<file path="config.mk">
export PLATFORM = sky130hd
export DESIGN_NAME = digest_collector
export DESIGN_NICKNAME = d
export VERILOG_FILES = /design/src/rtl/digest_collector.sv
export SDC_FILE = /design/constraint.sdc
export NUM_CORES = 1
export LEC_CHECK = 0
export ABC_AREA = 1
export CORE_AREA = 5 5 215 217
export DETAILED_ROUTE_END_ITERATION = 6
export DIE_AREA = 0 0 220 222
export SYNTH_ARGS = -nofsm -noshare
export SYNTH_HDL_FRONTEND = slang
export SYNTH_SLANG_ARGS = --single-unit
</file>
<file path="constraint.sdc">
create_clock -name clk -period 1.8 [get_ports clk]
set_input_delay 0.18 -clock clk [delete_from_list [all_inputs] [get_ports clk]]
set_output_delay 0.18 -clock clk [all_outputs]
set_load 0.02 [all_outputs]
</file>
<file path="src/rtl/digest_collector.sv">
// Collects a serial LSB-first digest from a hash core into an L-bit word and
// holds it, together with a registered comparison against a reference, until acknowledged.
module digest_collector #(
    parameter int L = 256
) (
    input  logic         clk,
    input  logic         rst,
    input  logic         digest_readyxSI,
    input  logic         digest_bitxSI,
    input  logic [L-1:0] expectedxDI,
    input  logic         readxSI,
    output logic [L-1:0] digestxDO,
    output logic         validxSO,
    output logic         matchxSO,
    output logic         busyxSO,
    output logic         abortxSO
);

    localparam int CW = $clog2(L + 1);

    typedef enum logic [1:0] {
        IDLE,
        CAPTURE,
        DONE,
        DRAIN
    } state_t;

    state_t        state_q;
    logic [CW-1:0] cnt_q;
    logic [L-1:0]  digest_q;
    logic          valid_q;
    logic          match_q;
    logic          busy_q;
    logic          abort_q;

    logic [L-1:0]  digest_d;
    logic          last_bit_d;

    // New bit enters at the MSB; after L shifts serial bit k sits at index k.
    always_comb begin
        digest_d   = {digest_bitxSI, digest_q[L-1:1]};
        last_bit_d = (cnt_q == CW'(L - 1));
    end

    always_ff @(posedge clk) begin
        if (!rst) begin
            state_q  <= IDLE;
            cnt_q    <= '0;
            digest_q <= '0;
            valid_q  <= 1'b0;
            match_q  <= 1'b0;
            busy_q   <= 1'b0;
            abort_q  <= 1'b0;
        end else begin
            abort_q <= 1'b0;
            case (state_q)
                IDLE: begin
                    if (digest_readyxSI) begin
                        state_q <= CAPTURE;
                        cnt_q   <= '0;
                        busy_q  <= 1'b1;
                    end
                end

                // A dropped ready wins over the final bit.
                CAPTURE: begin
                    if (!digest_readyxSI) begin
                        state_q <= IDLE;
                        busy_q  <= 1'b0;
                        abort_q <= 1'b1;
                    end else begin
                        digest_q <= digest_d;
                        cnt_q    <= cnt_q + 1'b1;
                        if (last_bit_d) begin
                            state_q <= DONE;
                            busy_q  <= 1'b0;
                            valid_q <= 1'b1;
                            match_q <= (digest_d == expectedxDI);
                        end
                    end
                end

                DONE: begin
                    if (readxSI) begin
                        valid_q <= 1'b0;
                        match_q <= 1'b0;
                        state_q <= digest_readyxSI ? DRAIN : IDLE;
                    end
                end

                // Wait for ready to fall so the static tail is not recaptured.
                DRAIN: begin
                    if (!digest_readyxSI) begin
                        state_q <= IDLE;
                    end
                end

                default: begin
                    state_q <= IDLE;
                end
            endcase
        end
    end

    assign digestxDO = digest_q;
    assign validxSO  = valid_q;
    assign matchxSO  = match_q;
    assign busyxSO   = busy_q;
    assign abortxSO  = abort_q;

endmodule

</file>
# Word level (Yosys, flattened, before mapping)
# Cells that the tools add are included.
# Widths: inputs -> output; s select.
dict set report classes {
  reduce_logical 9
  add_sub_neg 1
  n_mul 0
  bitwise 0
  n_mux 22
  shifts 0
  n_div 0
  magnitude_cmp 0
  n_eq_ne 11
}
# operator n
set ops {}
lappend ops {{$eq 256x256->1} 1}
lappend ops {{$mux 9} 2}
lappend ops {{$pmux 9 s2} 1}
lappend ops {{$mux 2} 6}
lappend ops {{$ne 2x2->1 const B} 5}
lappend ops {{$add 9x1->9 const B} 1}
lappend ops {{$eq 9x8->1 const B} 1}
lappend ops {{$mux 1} 9}
lappend ops {{$pmux 2 s4} 1}
lappend ops {{$reduce_and 4->1} 2}
lappend ops {{$pmux 1 s2} 3}
lappend ops {{$reduce_and 3->1} 2}
lappend ops {{$eq 2x2->1 const B} 2}
lappend ops {{$reduce_and 2->1} 2}
lappend ops {{$reduce_bool 2->1} 2}
lappend ops {{$ne 3x3->1 const B} 1}
lappend ops {{$eq 2x1->1 const B} 1}
lappend ops {{$logic_not 2->1} 1}
dict set report totals {
  mem_bits_ro 0
  input_bits 261
  regBits 271
  mem_count 0
  latch_bits 0
  mem_bits_rw 0
}

# Longest topological paths before layout
dict set report depth {
  ltp_word 4
  depth_mapped 14
}

# Worst setup path before layout
# Ideal clock, no wire load.
dict set report synth_path {
  kind {flip-flop to flip-flop}
  start {reg cnt_q[0]}
  end {reg match_q (netlist: matchxSO)}
  required_time_ps 1727
  stages_incl_launch_ff 15
  t_arrival_ps 1813
  setup_slack_ps -85
  period_less_slack_ps 1885
  n_path_buf 0
  setup_time_ps 73
  path_cell_list {dfxtp_1 -> ha_1 -> nand2_1 -> nor3b_1 -> nand2_1 -> nor2_1 -> ha_1 -> inv_1 -> o21ai_1 -> nand2_1 -> nor2_2 -> nand3_1 -> nor2_1 -> nand3_1 -> a21oi_1}
}
dict set report synth_between {
  elab_chain_len 3
}
# item line_no
set synth_lines {}
lappend synth_lines {{from (decl)} 29} ;# logic [CW-1:0] cnt_q;
lappend synth_lines {{from (signal assigned)} 73} ;# cnt_q <= cnt_q + 1'b1;
lappend synth_lines {{$eq 9x8->1} 42} ;# last_bit_d = (cnt_q == CW'(L - 1));
lappend synth_lines {{$ne 2x2->1 (no line)} -}
lappend synth_lines {{$reduce_and 4->1 (no line)} -}
lappend synth_lines {{to (signal assigned)} 78} ;# match_q <= (digest_d == expectedxDI);
lappend synth_lines {{to (decl)} 32} ;# logic match_q;
# No other way between the ends.
# A chain may end at the register's enable or synchronous reset.

# Worst setup path after layout
dict set report layout_path {
  start {reg cnt_q[0]}
  end {reg state_q[1]}
}
dict set report layout_between {
  elab_chain_len 3
}
# item line_no
set layout_lines {}
lappend layout_lines {{$eq 9x8->1} 42}
lappend layout_lines {{$ne 3x3->1 (no line)} -}
lappend layout_lines {{$reduce_and 4->1 (no line)} -}
lappend layout_lines {{to (signal assigned)} 87} ;# state_q <= digest_readyxSI ? DRAIN : IDLE;
lappend layout_lines {{to (decl)} 28} ;# state_t state_q;
# No other way between the ends.

==> impl_metrics.sql <==
INSERT INTO impl_metrics (metric_group, metric, value, unit) VALUES
('outcome', 'status', 'finished, violations left', ''),
('outcome', 'violations', 'setup timing', ''),
('synth', 'synthDominantAreaCellType', 'sky130_fd_sc_hd__dfxtp_1', ''),
('critical_path', 'regToRegStartpoint', 'cnt_q[0]', ''),
('cells_and_area', 'multiInputGateArea', '6710', 'um^2'),
('global_route', 'first_global_vias', '13800', ''),
('global_route', 'grt_first_pass_wirelength', '75700', 'um'),
('synth', 'post_synthesis_sequential_element_count', '271', ''),
('synth', 'synth_async_sr_flop_share', '0', ''),
('detailed_routing', 'route.vias.total', '13800', ''),
('synth', 'netlist-cell-type-count', '31', ''),
('sta', 'timing.final.setup_violations', '5', ''),
('synth', 'synthDominantCellAreaShare', '0.417', ''),
('global_route', 'grt_antenna_before_repair', '2', ''),
('place', 'number_of_input_and_output_port_buffers_inserted', '520', ''),
('cts', 'h-tree-depth', '1', ''),
('detailed_routing', 'wire_per_inst', '15.9', 'um'),
('place', 'place.detailed.instances', '3036', ''),
('synth', 'synth_seq_area_share', '0.417', ''),
('sta', 'finalCriticalPeriod', '1980', 'ps'),
('power_and_ir_drop', 'pwr-share-seq', '0.335', ''),
('critical_path', 'worst-path-max-fanout', '3', ''),
('cts', 'cts_buffer_depth', '3', ''),
('sta', 'fmaxAchievable', '0.504', 'GHz'),
('flow_run', 'max_cap_check_violation_count', '0', ''),
('cts', 'cts_tree', 'done', ''),
('detailed_routing', 'vias_per_cell', '4.47', ''),
('critical_path', 'timing.critical_path.to', 'state_q[1]', ''),
('detailed_routing', 'antenna_left', '0', ''),
('synth', 'postSynthNetCount', '2124', ''),
('cts', 'cts_num_sinks', '271', ''),
('critical_path', 'critPathCaptureType', 'register', ''),
('power_and_ir_drop', 'p_leak', '10.2', 'nW'),
('global_route', 'grt_max_degree', '104', ''),
('sta', 'grt_setup_unrepaired', 'true', ''),
('sta', 'hold_violations', '0', ''),
('cts', 'cts_buffers', '31', ''),
('sta', 'finalSetupTns', '-503', 'ps'),
('sta', 'final_max_slew_viol_count', '0', ''),
('critical_path', 'cp.arrival', '2430', 'ps'),
('die', 'core.rowCount', '77', ''),
('sta', 'skew', '9.04', 'ps'),
('critical_path', 'timing.critical_path.required', '2250', 'ps'),
('sta', 'worstMarginPinSlew', '419', 'ps'),
('detailed_routing', 'drtIter0Drc', '710', ''),
('die', 'chipHeight', '222', 'um'),
('die', 'floorplan.io_pins', '521', ''),
('global_route', 'grt.total_usage', '0.192', ''),
('critical_path', 'cp-startpoint', 'cnt_q[0]', ''),
('cells_and_area', 'drive_gt1_frac', '0.0923', ''),
('synth', 'avgSynthCellArea', '6.98', 'um^2'),
('synth', 'count_of_flip_flops_with_a_built_in_enable_after_synthesis', '0', ''),
('die', 'die_w', '220', 'um'),
('place', 'place_hpwl', '38200', 'um'),
('cells_and_area', 'syn2layout_area_growth', '59.4', '%'),
('sta', 'final_critical_path_setup_slack', '-183', 'ps'),
('critical_path', 'worst_setup_start_kind', 'register', ''),
('cts', 'skew_pair_late_insertion_delay', '570', 'ps'),
('synth', 'netlist_area', '13000', 'um^2'),
('cts', 'cts.clk_slew.worst_paths', '60', 'ps'),
('synth', 'syn-instance-count', '1861', ''),
('critical_path', 'reg2reg_to', 'state_q[1]', ''),
('detailed_routing', 'drt-pass1-iter-count', '5', ''),
('critical_path', 'flop2flop_setup_slack', '-180', 'ps'),
('critical_path', 'critical_path_class', 'reg2reg', ''),
('cells_and_area', 'layout.cells.non_filler', '3097', ''),
('power_and_ir_drop', 'swShare', '0.394', ''),
('detailed_routing', 'drt-total-wl', '49400', 'um'),
('synth', 'yosysWarnings', '0', ''),
('power_and_ir_drop', 'irDropWorstVdd', '0.000627', 'V'),
('die', 'die_area', '48800', 'um^2');
==> cell families (layout without fill, tap and decap cells) <==
group,after synthesis,count (layout),share of synthesized area
and+or+nand+nor,789,789,0.233
DFF,271,271,0.417
other,0,1,0
xor gates and xnor gates,191,191,0.129
adders and majority gates,2,2,0.00193
AOI/OAI and AO/OA,382,382,0.149
buffers and inverters,226,869,0.0696
==> repair_timing <==
item | 4_1_cts | 5_1_grt
endpoints found under the hold margin | 30 | 0
cloned | 0 | 0
buffers inserted | 2 | 3
setup endpoints to repair | 213 | 76
resized for setup | 216 | 37
pin swaps | 14 | 12
hold buffers | 1 | 0
==> power by group through the flow <==
stage | Clock, W | Combinational (W) | Sequential, W
after floorplan | 0 | 0.00441 | 0.0108
after global placement | 0 | 0.0123 | 0.00908
after detailed placement | 0 | 0.0124 | 0.00912
after CTS | 0.00643 | 0.0117 | 0.00899
after global routing | 0.00671 | 0.0127 | 0.00919
final | 0.00623 | 0.0116 | 0.00897
==> state kept, by name, summed over array words and instances (netlist names) <==
| name | flops |
|---|---|
| cnt_q | 9 |
| digestxDO | 256 |
| abortxSO | 1 |
| matchxSO | 1 |
| state_q | 2 |
| busyxSO | 1 |
| validxSO | 1 |
==> layout by cell type, fill, tap and decap left out, drive strengths merged <==
cell type and n:
a211oi 2, a21oi 114, a22oi 1, buf 153, bufinv 2, clkbuf 40
clkdlybuf4s50 278, clkinv 12, clkinvlp 2, dfxtp 271, diode 1, dlygate4sd2 208
dlygate4sd3 1, dlymetal6s2s 33, ha 2, inv 140, nand2 339, nand3 13
nand4 2, nor2 420, nor3 5, nor3b 2, o211ai 2, o21ai 263
or2 8, xnor2 169, xor2 22
==> cells in the mapped netlist (2+ instances only) <==
cell type and n:
sky130_fd_sc_hd__dfxtp_1 271, sky130_fd_sc_hd__o21ai_1 22, sky130_fd_sc_hd__ha_1 2, sky130_fd_sc_hd__inv_1 137, sky130_fd_sc_hd__xor2_1 22, sky130_fd_sc_hd__a211oi_1 2, sky130_fd_sc_hd__buf_4 2, sky130_fd_sc_hd__inv_2 2
sky130_fd_sc_hd__nor3_1 4, sky130_fd_sc_hd__o21ai_0 241, sky130_fd_sc_hd__clkbuf_1 44, sky130_fd_sc_hd__nand3_1 13, sky130_fd_sc_hd__a21oi_1 113, sky130_fd_sc_hd__nand2_1 339, sky130_fd_sc_hd__xnor2_1 169, sky130_fd_sc_hd__nor3b_1 2
sky130_fd_sc_hd__buf_2 39, sky130_fd_sc_hd__nand4_1 2, sky130_fd_sc_hd__or2_2 6, sky130_fd_sc_hd__nor2_1 418
==> worst max-delay path: stages (launching register included) <==
cell                       delay [ps]
sky130_fd_sc_hd__dfxtp_2          350
sky130_fd_sc_hd__ha_4             160
sky130_fd_sc_hd__nand2_4           50
sky130_fd_sc_hd__nor3b_2          190
sky130_fd_sc_hd__nand2_1           90
sky130_fd_sc_hd__nor2_1           120
sky130_fd_sc_hd__ha_2             190
sky130_fd_sc_hd__inv_2             40
sky130_fd_sc_hd__buf_4            130
sky130_fd_sc_hd__a21oi_4          140
sky130_fd_sc_hd__o211ai_2         140
sky130_fd_sc_hd__a211oi_2         210
sky130_fd_sc_hd__nor3_1            70
==> layer usage <==
| layer | vias up | routed length, um | track usage | share of wire |
|---|---|---|---|---|
| met4 | 2 | 1810 | 0.0638 | 0.037 |
| met5 | - | 9 | 0 | 0.00018 |
| li1 | 7080 | - | - | - |
| met2 | 424 | 24500 | 0.339 | 0.50 |
| met1 | 6235 | 19800 | 0.225 | 0.40 |
| met3 | 96 | 3290 | 0.0474 | 0.067 |
==> how the worst min path moves through the flow <==
stage,startpoint,endpoint,slack (ps),depth (start not counted)
5_1_grt,digest_bitxSI,digestxDO[255],280,3
3_5_place_dp,cnt_q[7],cnt_q[7],460,2
4_1_cts,digest_bitxSI,digestxDO[255],230,3
6_report,digest_bitxSI,digestxDO[255],260,3
2_1_floorplan,digest_bitxSI,digestxDO[255],310,2
3_3_place_gp,cnt_q[7],cnt_q[7],450,2
==> area by class of cell <==
cell class                 count  share of cell area
sequential                   271               0.262
clock inverter                16             0.00671
inverter                     140              0.0256
tap                          592              0.0358
antenna                        1            0.000121
multi-input combinational   1364               0.324
timing repair buffer         673               0.304
clock buffer                  40              0.0415
==> stage by stage <==
step	utilization	total power [W]	hold WS [ps]	setup slack, ps	cell area (um^2)
after floorplan	-	0.0152	315	7.43	13000
after global placement	0.451	0.0214	453	-198	19800
after detailed placement	0.451	0.0216	457	-188	19800
after CTS	0.468	0.0271	225	-155	20600
after global routing	0.471	0.0286	276	-375	20700
final	0.471	0.0268	261	-183	20700
(Power assumes the default switching activity.)
